### config.mk
export PLATFORM = sky130hd
export DESIGN_NAME = muldiv_sequencer
export DESIGN_NICKNAME = d
export VERILOG_FILES = /design/src/rtl/muldiv_sequencer.sv
export SDC_FILE = /design/constraint.sdc
export NUM_CORES = 1
export LEC_CHECK = 0
export ABC_AREA = 0
export BUFFER_PORTS_ARGS = -buffer_cell sky130_fd_sc_hd__buf_2
export CORE_UTILIZATION = 43
export DETAILED_ROUTE_END_ITERATION = 6
export GPL_TIMING_DRIVEN = 0
export PLACE_DENSITY = 0.63
export SLEW_MARGIN = 20
export SYNTH_ARGS = -nofsm -noshare
export SYNTH_HDL_FRONTEND = slang
export SYNTH_SLANG_ARGS = --single-unit
### constraint.sdc
create_clock -name clk -period 1.82 [get_ports clk]
set_input_delay 0.182 -clock clk [delete_from_list [all_inputs] [get_ports clk]]
set_output_delay 0.182 -clock clk [all_outputs]
set_load 0.03 [all_outputs]
### src/rtl/muldiv_sequencer.sv
// muldiv_sequencer
//   Sequences the multi-cycle Mult and Div units for the main control FSM.
//   A one-cycle start launches a run of fixed length; on completion the
//   selected result is committed to Hi/Lo with a one-cycle write pulse.
//   A division with a zero divisor is refused at launch and reported
//   through div_zero_exc instead of running Div.
//
// Ports:
//   clk          - system clock, rising edge
//   reset        - synchronous, active-high reset
//   start        - launch request, sampled only in IDLE
//   op           - 0 = mult, 1 = div (sampled with start)
//   div_zero     - divisor-is-zero flag (sampled with start when op=1)
//   abort        - (MULDIV_ABORT_EN only) cancel a running operation
//   mult_ctrl    - Mult unit run enable
//   div_ctrl     - Div unit run enable
//   src_hilo     - Hi/Lo source select: 0 = Mult, 1 = Div (held between ops)
//   hilo_write   - Hi/Lo write enable, one-cycle pulse in COMMIT
//   busy         - high in every state except IDLE
//   done         - one-cycle pulse on successful commit
//   div_zero_exc - one-cycle pulse when a division is refused
//   cycle_cnt    - remaining run cycles
//
// Optional feature: define MULDIV_ABORT_EN to add the abort input.
// All outputs are registered and updated in one state-machine block.

module muldiv_sequencer #(
   parameter int MULT_CYCLES = 32,
   parameter int DIV_CYCLES  = 32,
   parameter int CNT_W       = 6
) (
   input  logic             clk,
   input  logic             reset,
   input  logic             start,
   input  logic             op,
   input  logic             div_zero,
`ifdef MULDIV_ABORT_EN
   input  logic             abort,
`endif
   output logic             mult_ctrl,
   output logic             div_ctrl,
   output logic             src_hilo,
   output logic             hilo_write,
   output logic             busy,
   output logic             done,
   output logic             div_zero_exc,
   output logic [CNT_W-1:0] cycle_cnt
);

   typedef enum logic [2:0] {
      IDLE,
      RUN_MULT,
      RUN_DIV,
      COMMIT,
      EXC
   } stateT;

   localparam logic [CNT_W-1:0] multLoad = CNT_W'(MULT_CYCLES - 1);
   localparam logic [CNT_W-1:0] divLoad  = CNT_W'(DIV_CYCLES - 1);

   stateT state;
   logic  abortReq;

`ifdef MULDIV_ABORT_EN
   assign abortReq = abort;
`else
   assign abortReq = 1'b0;
`endif

   always_ff @(posedge clk) begin
      if (reset) begin
         state        <= IDLE;
         mult_ctrl    <= 1'b0;
         div_ctrl     <= 1'b0;
         src_hilo     <= 1'b0;
         hilo_write   <= 1'b0;
         busy         <= 1'b0;
         done         <= 1'b0;
         div_zero_exc <= 1'b0;
         cycle_cnt    <= '0;
      end else begin
         case (state)
            IDLE: begin
               mult_ctrl    <= 1'b0;
               div_ctrl     <= 1'b0;
               hilo_write   <= 1'b0;
               done         <= 1'b0;
               div_zero_exc <= 1'b0;
               busy         <= 1'b0;
               cycle_cnt    <= '0;
               if (start) begin
                  busy <= 1'b1;
                  if (!op) begin
                     state     <= RUN_MULT;
                     mult_ctrl <= 1'b1;
                     src_hilo  <= 1'b0;
                     cycle_cnt <= multLoad;
                  end else if (div_zero) begin
                     state        <= EXC;
                     div_zero_exc <= 1'b1;
                     src_hilo     <= 1'b1;
                  end else begin
                     state     <= RUN_DIV;
                     div_ctrl  <= 1'b1;
                     src_hilo  <= 1'b1;
                     cycle_cnt <= divLoad;
                  end
               end
            end

            RUN_MULT, RUN_DIV: begin
               if (abortReq) begin
                  // Cancelled run: return straight to IDLE without a commit.
                  state     <= IDLE;
                  mult_ctrl <= 1'b0;
                  div_ctrl  <= 1'b0;
                  busy      <= 1'b0;
                  cycle_cnt <= '0;
               end else if (cycle_cnt == '0) begin
                  state      <= COMMIT;
                  mult_ctrl  <= 1'b0;
                  div_ctrl   <= 1'b0;
                  hilo_write <= 1'b1;
                  done       <= 1'b1;
               end else begin
                  cycle_cnt <= cycle_cnt - 1'b1;
               end
            end

            COMMIT: begin
               state      <= IDLE;
               hilo_write <= 1'b0;
               done       <= 1'b0;
               busy       <= 1'b0;
            end

            EXC: begin
               state        <= IDLE;
               div_zero_exc <= 1'b0;
               busy         <= 1'b0;
            end

            default: begin
               state        <= IDLE;
               mult_ctrl    <= 1'b0;
               div_ctrl     <= 1'b0;
               hilo_write   <= 1'b0;
               done         <= 1'b0;
               div_zero_exc <= 1'b0;
               busy         <= 1'b0;
               cycle_cnt    <= '0;
            end
         endcase
      end
   end

endmodule

==> results.py, run 1 <==
metrics = {
    "outcome": {
        "status": "finished, final reports clean",
    },
    "flow_run": {
        "maxCapViolCount": 0,
    },
    "cts": {
        "insertion_delay_ns": 0.29,
        "hold_buffers": 0,
        "path_clk_slew_ns": 0.08,
        "cts_sinks": 15,
        "cts_setup_buffers": 0,
        "cts_resized": 0,
        "clk_root_buffer_cell": "clkbuf_4",
        "cts_made_buffers": 3,
        "cts.path.max_buffers": 2,
        "cts_tree": "yes",
        "cts_htree_levels": 1,
    },
    "layout": {
        "multiInputGateArea_um2": 514.2,
        "drive_gt1_share_pct": 26.05,
        "final_cells": 144,
        "final_cell_mix": "buf_2, dfxtp_1, nor2_1, o21ai_0",
        "fillers": 195,
        "syn_to_final_growth_pct": 15.99,
        "layout.nets": 127,
        "seq_area_um2": 300.3,
        "diodes": 0,
        "final_common_cell": "buf_2",
        "design_area_um2": 998.5,
    },
    "sta": {
        "fmax_mhz": 651.1,
        "hold_viol_final": 0,
        "timing.slew.headroom_pct": 67.30,
        "fin_crit_sh_pct": 84.39,
        "skew_ns": 0.001581,
        "fin_setup_tns_ns": 0,
        "worst_pin_slew_ns": 0.4905,
        "finalSetupViolCount": 0,
        "rsz0062_at_grt": "false",
        "fin_crit_ns": 1.536,
        "drv_slew": 0,
    },
    "floorplanning": {
        "fp-row-count": 15,
        "dieHeight_um": 46.74,
        "core_area_mm2": 0.001802,
        "design.die.area_mm2": 0.002185,
        "die_x_um": 46.74,
        "io_pins": 18,
        "start_util_pct": 47.78,
    },
    "placement": {
        "place_inst": 140,
        "gp_congestion": 0.7945,
        "place_hpwl_um": 1359,
        "portBuffers": 16,
        "place_area_um2": 972.2,
    },
    "synth": {
        "ys_async_sr_fraction_pct": 0,
        "synth-adder-area-share_pct": 2.907,
        "synth_top_family_by_area": "compound AO/OA/AOI/OAI gates",
        "synth_compound_area_share_pct": 25.87,
        "synthMuxAreaShare_pct": 1.163,
        "avgSynthCellArea_um2": 8.695,
        "synth-simple-area-share_pct": 25.73,
        "synth_edf_count": 0,
        "synthXorXnorAreaFrac_pct": 4.070,
        "synthFlopType": "dfxtp_1",
        "yosysSeqAreaShare_pct": 34.88,
        "ys_ff_latch": 15,
        "yosysWarningCount": 0,
        "netlist_area_um2": 860.8,
        "synthCells": 99,
        "synth.distinct_cells": 40,
        "synth.net_count": 106,
    },
    "routing": {
        "wl_um": 1832,
        "firstDrtPassIters": 4,
        "routedWlPerCell_um": 12.72,
        "drc": 0,
        "vias": 778,
        "vias_per_cell": 5.403,
        "postRouteAntennaNets": 0,
        "drt-initial-drc-count": 38,
    },
    "power_and_ir_drop": {
        "leakagePower_nw": 0.4177,
        "finalPower_mw": 1.829,
        "peakVddDrop_mv": 1.138,
        "p_per_area_mw_per_mm2": 1832,
    },
    "setup_path": {
        "worst_setup_path_start_kind": "flop",
        "cp_cell_sequence": "inv_1, ha_1, or3_1, a211o_1, a21oi_2",
        "cpPeakStageDelay_ns": 0.41,
        "cp-end-kind": "flop",
        "arrival_ns": 1.76,
        "critPathMaxFanout": 6,
        "crit_type": "reg -> reg",
        "cp_slowest_cell": "dfxtp_1",
        "worstPathRequired_ns": 2.04,
    },
    "grt": {
        "grt.total_usage_pct": 20.14,
        "antenna_found_initial": 0,
        "grt_overflow_total": 0,
        "grt_max_degree": 11,
        "grt_first_pass_wirelength_um": 3084,
        "grt_pass1_vias": 691,
    },
    "min_path": {
        "hold_class": "in -> reg",
    },
}
## worst paths after layout
kind | startpoint | endpoint | slack (ns) | cells after the start
worst max-delay path | cycle_cnt[0] | cycle_cnt[5] | 0.28 | 5
worst min-delay path | div_zero | state[2] | 0.19 | 3
worst max register to register | cycle_cnt[0] | cycle_cnt[5] | 0.28 | 5
worst min register to register | mult_ctrl | mult_ctrl | 0.47 | 2
## sequential cells by signal (all words and copies together), names as in the netlist
register and cells:
src_hilo 1, state 3, div_ctrl 1, mult_ctrl 1, busy 1, cycle_cnt 6
div_zero_exc 1, done 1
## cell type report
type	instances	area share [%]
inverter	3	1.128
clock buffer	4	2.632
sequential	15	30.08
multi-input combinational	76	51.50
timing repair buffer	16	8.020
tap	25	3.133
buffer	5	3.509
## power by group
group	switching [mW]	leakage, nW	internal (mW)
Sequential	0.116	0.123	0.425
Clock	0.102	0.0150	0.0853
Combinational	0.638	0.280	0.462
Total	0.856	0.418	0.973
## stage by stage
stage               hold slack [ns]  setup WS (ns)  utilization, %
global placement             0.4556         0.3024           53.96
detailed placement           0.4668         0.3124           53.96
CTS                          0.1771         0.2798           55.42
floorplan                    0.3292         0.1456               -
finish                       0.1937         0.2840           55.42
global route                 0.1972         0.1314           55.42
## kinds of logic after synthesis
| kind of cell | count (synthesis) |
|---|---|
| buf+inv | 8 |
| mux | 1 |
| compound gates | 32 |
| fa+ha+maj | 2 |
| xor+xnor | 4 |
| flops | 15 |
| simple gates | 37 |
## synthesized netlist by cell type (all sizes together), types with 2 or more instances
master | n | area, um2
a211o | 2 | 17.52
a21oi | 8 | 47.55
a22o | 4 | 35.03
buf | 4 | 31.27
dfxtp | 15 | 300.3
ha | 2 | 25.02
inv | 3 | 11.26
nand2 | 7 | 28.78
nand2b | 6 | 37.54
nand3 | 3 | 15.01
nand4 | 2 | 12.51
nor2 | 9 | 41.29
nor2b | 2 | 12.51
nor3 | 2 | 10.01
o21ai | 8 | 40.03
or3 | 2 | 17.52
xnor2 | 4 | 35.03
## metal layers
| metal | GRT usage, % | wire, um |
|---|---|---|
| met1 | 28.87 | 917 |
| met2 | 28.61 | 784 |
| met3 | 5.769 | 105 |
| met4 | 7.429 | 24 |
| met5 | 0 | 0 |
## worst max-delay path, delay by kind of cell (launching register included)
kind	cells	cell delay, ns
AOI/OAI and AO/OA	2	0.42
adders and majority gates	1	0.22
buffers and inverters	1	0.08
DFF	1	0.41
and+or+nand+nor	1	0.34
Note: power is estimated with default switching activity, not from simulation.
==> run 2, diff against run 1 <==
Clock period 1.82 ns to 1.55 ns, I/O delays scaled along.
==> run 2 against run 1 <==
Final cell count is the same. Worst hold slack lost 0.036 ns. Highest routed layer unchanged. Via count grew 2.1%. Flip-flop and latch count is the same. Count of clock-buffer cells in the layout is the same.
==> results.py, run 2 (same netlist as run 1, synthesis figures left out) <==
metrics = {
    "layout": {
        "fin_util_pct": 55.69,
        "fillers": 184,
        "final_common_cell": "buf_2",
        "syn_to_final_growth_pct": 16.57,
        "final_cells": 144,
        "regMostFlops": "cycle_cnt",
        "final_cell_mix": "buf_2, dfxtp_1, nor2_1, o21ai_0",
        "drive_gt1_share_pct": 28.57,
        "top_regs": "cycle_cnt: 6 flops, state: 3 flops",
        "design_area_mm2": 0.001003,
        "diodes": 0,
        "largest_reg_flops": 6,
        "layout.nets": 127,
    },
    "sta": {
        "fin_setup_tns_ns": 0,
        "hold_viol_final": 0,
        "fin_crit_sh_pct": 96.03,
        "timing.slew.headroom_pct": 67.51,
        "drv_slew": 0,
        "fmax_mhz": 671.8,
        "fin_ws_ns": 0.06151,
        "fin_crit_ns": 1.488,
        "worst_pin_slew_ns": 0.4874,
        "finalSetupViolCount": 0,
        "fin_hold_ws_ns": 0.1573,
        "skew_ns": 0.004699,
        "rsz0062_at_grt": "true",
    },
    "placement": {
        "place_hpwl_um": 1359,
        "portBuffers": 16,
        "dp_worst_setup_slack_ns": 0.08788,
        "place_area_um2": 974.7,
        "place_inst": 140,
        "gp_congestion": 0.7908,
    },
    "setup_path": {
        "critPathMaxFanout": 6,
        "reg2reg_setup_slack_ns": 0.06,
        "r2r-end": "cycle_cnt[5]",
        "critPathBufInv": 1,
        "reg2reg_from": "cycle_cnt[0]",
        "cp_cell_sequence": "inv_1, ha_1, or3_1, a211o_1, a21oi_2",
        "worstPathRequired_ns": 1.77,
        "worst-r2r-cell-count": 5,
        "crit_type": "reg -> reg",
        "cp_slowest_cell": "dfxtp_2",
        "arrival_ns": 1.71,
        "cpLargestDelayFamily": "compound AO/OA/AOI/OAI gates",
        "cpPeakStageDelay_ns": 0.38,
        "worst_setup_path_start_kind": "flop",
        "cp-end-kind": "flop",
    },
    "grt": {
        "grt_overflow_total": 0,
        "grt_first_pass_wirelength_um": 3008,
        "grt_pass1_vias": 684,
        "grt.total_usage_pct": 20.14,
        "antenna_found_initial": 0,
        "grt_max_degree": 11,
    },
    "routing": {
        "wl_met3_um": 100,
        "wl_um": 1844,
        "dr_wl_met2_um": 798,
        "wl_met1_um": 901,
        "firstDrtPassIters": 4,
        "vias": 794,
        "routedWlPerCell_um": 12.81,
        "drt-initial-drc-count": 24,
        "postRouteAntennaNets": 0,
        "vias_per_cell": 5.514,
        "highest_layer": "met4",
        "drc": 0,
    },
    "power_and_ir_drop": {
        "p_per_area_mw_per_mm2": 2166,
        "pwr-share-comb_pct": 60.1,
        "pwr-share-seq_pct": 29.5,
        "p_sw_mw": 1.020,
        "sw_frac_of_total_pct": 46.93,
        "leakagePower_nw": 0.4185,
        "finalPower_mw": 2.173,
        "intPower_mw": 1.153,
        "clkPwrFrac_pct": 10.3,
        "peakVddDrop_mv": 1.363,
    },
    "cts": {
        "path_clk_slew_ns": 0.09,
        "cts_tree": "yes",
        "cts.path.max_buffers": 2,
        "clk_root_buffer_cell": "clkbuf_4",
        "cts_htree_levels": 1,
        "cts_setup_buffers": 0,
        "hold_buffers": 0,
        "cts_made_buffers": 3,
        "cts_sinks": 15,
        "insertion_delay_ns": 0.29,
    },
    "floorplanning": {
        "core_area_mm2": 0.001802,
        "io_pins": 18,
        "design.die.area_mm2": 0.002185,
        "dieHeight_um": 46.74,
        "fp-row-count": 15,
        "die_x_um": 46.74,
        "start_util_pct": 47.78,
    },
    "outcome": {
        "status": "finished, final reports clean",
    },
    "min_path": {
        "hold_depth": 3,
        "hold_start": "div_zero",
        "worstHoldEndpoint": "state[2]",
        "hold_class": "in -> reg",
    },
    "flow_run": {
        "maxCapViolCount": 0,
    },
}
==> run 2: cell types whose count changed in the layout (fill, tap and decap cells not counted) <==
cell,before,now
nor2_2,0,1
nor2_1,8,7
dfxtp_1,15,13
dfxtp_2,0,2
==> run 2: worst max path at each step <==
stage / startpoint / endpoint / slack [ns] / depth (start not counted)
final: cycle_cnt[0] / cycle_cnt[5] / 0.06 / 5
after global routing: cycle_cnt[0] / cycle_cnt[1] / -0.02 / 6
after global placement: cycle_cnt[0] / cycle_cnt[5] / 0.09 / 5
after CTS: cycle_cnt[0] / cycle_cnt[5] / 0.06 / 5
after floorplan: cycle_cnt[0] / cycle_cnt[5] / 0.02 / 5
after detailed placement: cycle_cnt[0] / cycle_cnt[5] / 0.09 / 5
==> run 2: cell type report <==
cell class	instances	area, um2	share of cell area [%]
well taps	25	31.28	3.117
plain buffers	5	35.03	3.491
inverters	3	11.26	1.122
multi-input cells	76	516.7	51.50
clock buffers	4	26.28	2.618
flip-flops and latches	15	302.8	30.17
repair buffers	16	80.08	7.980
==> run 2: what timing repair did <==
| action | CTS | global route |
|---|---|---|
| endpoints found under the setup margin | 0 | 6 |
| gates resized for setup | 0 | 1 |
| endpoints found under the hold margin | 0 | 0 |
==> run 2: power groups by stage <==
| stage | logic [mW] | clock network, mW | registers (mW) |
|---|---|---|---|
| after detailed placement | 1.29 | 0 | 0.647 |
| after global placement | 1.28 | 0 | 0.641 |
| after global routing | 1.42 | 0.247 | 0.663 |
| after floorplan | 0.846 | 0 | 0.817 |
| final | 1.31 | 0.225 | 0.642 |
| after CTS | 1.29 | 0.230 | 0.641 |
==> run 2: routing by layer <==
metal  vias to the layer above  track usage, %
li1                        395               -
met1                       371           27.93
met2                        21           27.22
met3                         7           5.769
met4                         0           12.57
met5                         -               0
==> run 2: tightest hold or removal path: stages <==
cell	delay [ns]
buf_2	0.11
nand2_1	0.09
nor4_1	0.05
==> run 3, diff against run 2 <==
Settings changed: CAP_MARGIN from default to 20, CTS_CLUSTER_SIZE from default to 14, GPL_TIMING_DRIVEN 0 to default.
==> run 3 against run 2 <==
Via count fell by 3.0%. Sequential power rose by 7.2%. Clock power rose by 5%. Critical endpoint unchanged. Largest power group unchanged. Worst hold slack got worse by 0.011 ns.
==> results.py, run 3 (same netlist as run 1, synthesis figures left out) <==
metrics = {
    "layout": {
        "largest_reg_flops": 6,
        "top_regs": "cycle_cnt: 6 flops, state: 3 flops",
        "regMostFlops": "cycle_cnt",
        "design_area_mm2": 0.001033,
        "seq_area_um2": 306.5,
        "diodes": 0,
        "fillers": 179,
        "layout.nets": 128,
        "final_cell_mix": "buf_2, dfxtp_1, nor2_1, o21ai_0",
        "final_common_cell": "buf_2",
        "drive_gt1_share_pct": 34.17,
        "syn_to_final_growth_pct": 20.06,
        "multiInputGateArea_um2": 534.3,
    },
    "power_and_ir_drop": {
        "peakVddDrop_mv": 1.306,
        "leakagePower_nw": 0.4299,
        "p_per_area_mw_per_mm2": 2147,
    },
    "sta": {
        "timing.slew.headroom_pct": 72.09,
        "fin_setup_tns_ns": 0,
        "fin_crit_ns": 1.455,
        "rsz0062_at_grt": "false",
        "fin_crit_sh_pct": 93.85,
        "fin_hold_ws_ns": 0.1461,
        "fmax_mhz": 687.5,
        "skew_ns": 0.0006422,
        "worst_pin_slew_ns": 0.4168,
        "finalSetupViolCount": 0,
        "hold_viol_final": 0,
        "drv_slew": 0,
    },
    "placement": {
        "place_hpwl_um": 1374,
        "gp_congestion": 0.8037,
        "place_area_um2": 982.2,
        "portBuffers": 17,
    },
    "routing": {
        "drt-initial-drc-count": 9,
        "postRouteAntennaNets": 0,
        "firstDrtPassIters": 4,
        "drc": 0,
        "vias_per_cell": 5.310,
        "wl_um": 1877,
        "routedWlPerCell_um": 12.94,
        "vias": 770,
    },
    "floorplanning": {
        "io_pins": 18,
        "fp-row-count": 15,
        "core_area_mm2": 0.001802,
        "start_util_pct": 47.78,
        "die_x_um": 46.74,
        "dieHeight_um": 46.74,
        "design.die.area_mm2": 0.002185,
    },
    "grt": {
        "grt_max_degree": 13,
        "grt.total_usage_pct": 20.02,
        "grt_overflow_total": 0,
        "grt_first_pass_wirelength_um": 3091,
        "grt_pass1_vias": 691,
        "antenna_found_initial": 0,
    },
    "setup_path": {
        "cpLargestDelayFamily": "compound AO/OA/AOI/OAI gates",
        "worst_setup_path_start_kind": "flop",
        "cp_slowest_cell": "dfxtp_4",
        "crit_type": "reg -> reg",
        "arrival_ns": 1.69,
        "cp-end-kind": "flop",
        "cp_cell_sequence": "inv_1, ha_2, or3_1, a211o_1, a21oi_2",
        "cpPeakStageDelay_ns": 0.38,
        "critPathMaxFanout": 6,
        "critPathBufInv": 1,
        "worstPathRequired_ns": 1.79,
    },
    "cts": {
        "cts_tree": "yes",
        "path_clk_slew_ns": 0.09,
        "insertion_delay_ns": 0.30,
        "hold_buffers": 0,
        "cts_htree_levels": 1,
        "clk_root_buffer_cell": "clkbuf_4",
        "cts.path.max_buffers": 2,
        "cts_made_buffers": 3,
        "cts_sinks": 15,
    },
    "flow_run": {
        "maxCapViolCount": 0,
    },
    "outcome": {
        "status": "finished, final reports clean",
    },
    "min_path": {
        "hold_class": "in -> reg",
    },
}
-- run 3: cell count changes in the layout (fill, tap and decap cells not counted), sizes merged --
| cell | previous run | this run |
|---|---|---|
| clkinv | 0 | 1 |
| buf | 20 | 22 |
| clkbuf | 5 | 3 |
-- run 3: through the flow --
stage | util, % | power (mW) | worst slack (ns) | instances
after CTS | 56.04 | 2.164 | 0.04959 | 145
after global routing | 57.36 | 2.399 | 0.02375 | 145
final | 57.36 | 2.219 | 0.09540 | 145
after detailed placement | 54.51 | 1.924 | 0.08866 | 141
after floorplan | - | 1.663 | 0.02040 | 99
after global placement | 54.51 | 1.922 | 0.07174 | 141
-- run 3: path summary, 6_finish.rpt --
kind	from	endpoint	slack [ns]	cells past startpoint
min	div_zero	state[2]	0.15	3
min reg2reg	div_ctrl	div_ctrl	0.48	2
max	cycle_cnt[0]	cycle_cnt[5]	0.1	5
max reg2reg	cycle_cnt[0]	cycle_cnt[5]	0.1	5
-- run 3: metal layers --
layer  up-vias  wire (um)  part of all wire [%]  global-route usage, %
met5         -          0                     0                      0
met3         3         74                   3.9                  5.769
met1       353        943                    50                  30.19
met4         0         17                  0.91                  5.143
li1        399          -                     -                      -
met2        15        841                    45                  27.78
-- run 3: what timing repair did --
item,4_1_cts,5_1_grt
gates resized for setup,0,7
hold endpoints to repair,0,0
endpoints found under the setup margin,0,5
setup buffers,0,0
-- run 3: final cells by class --
cell class              count  area share (%)
clock buffers               3           2.179
clock inverters             1          0.4843
inverters                   3           1.090
multi-input cells          76           51.69
flip-flops and latches     15           29.66
well taps                  25           3.027
repair buffers             22           11.86
-- run 3: where the power goes --
part | switching [mW] | internal (mW)
clock network | 0.140 | 0.0963
registers | 0.176 | 0.512
logic | 0.727 | 0.566
total | 1.04 | 1.18
-- run 3: worst reg2reg max path: stages (launching register included) --
cell	delay (ns)
dfxtp_4	0.38
inv_1	0.06
ha_2	0.20
or3_1	0.35
a211o_1	0.31
a21oi_2	0.11
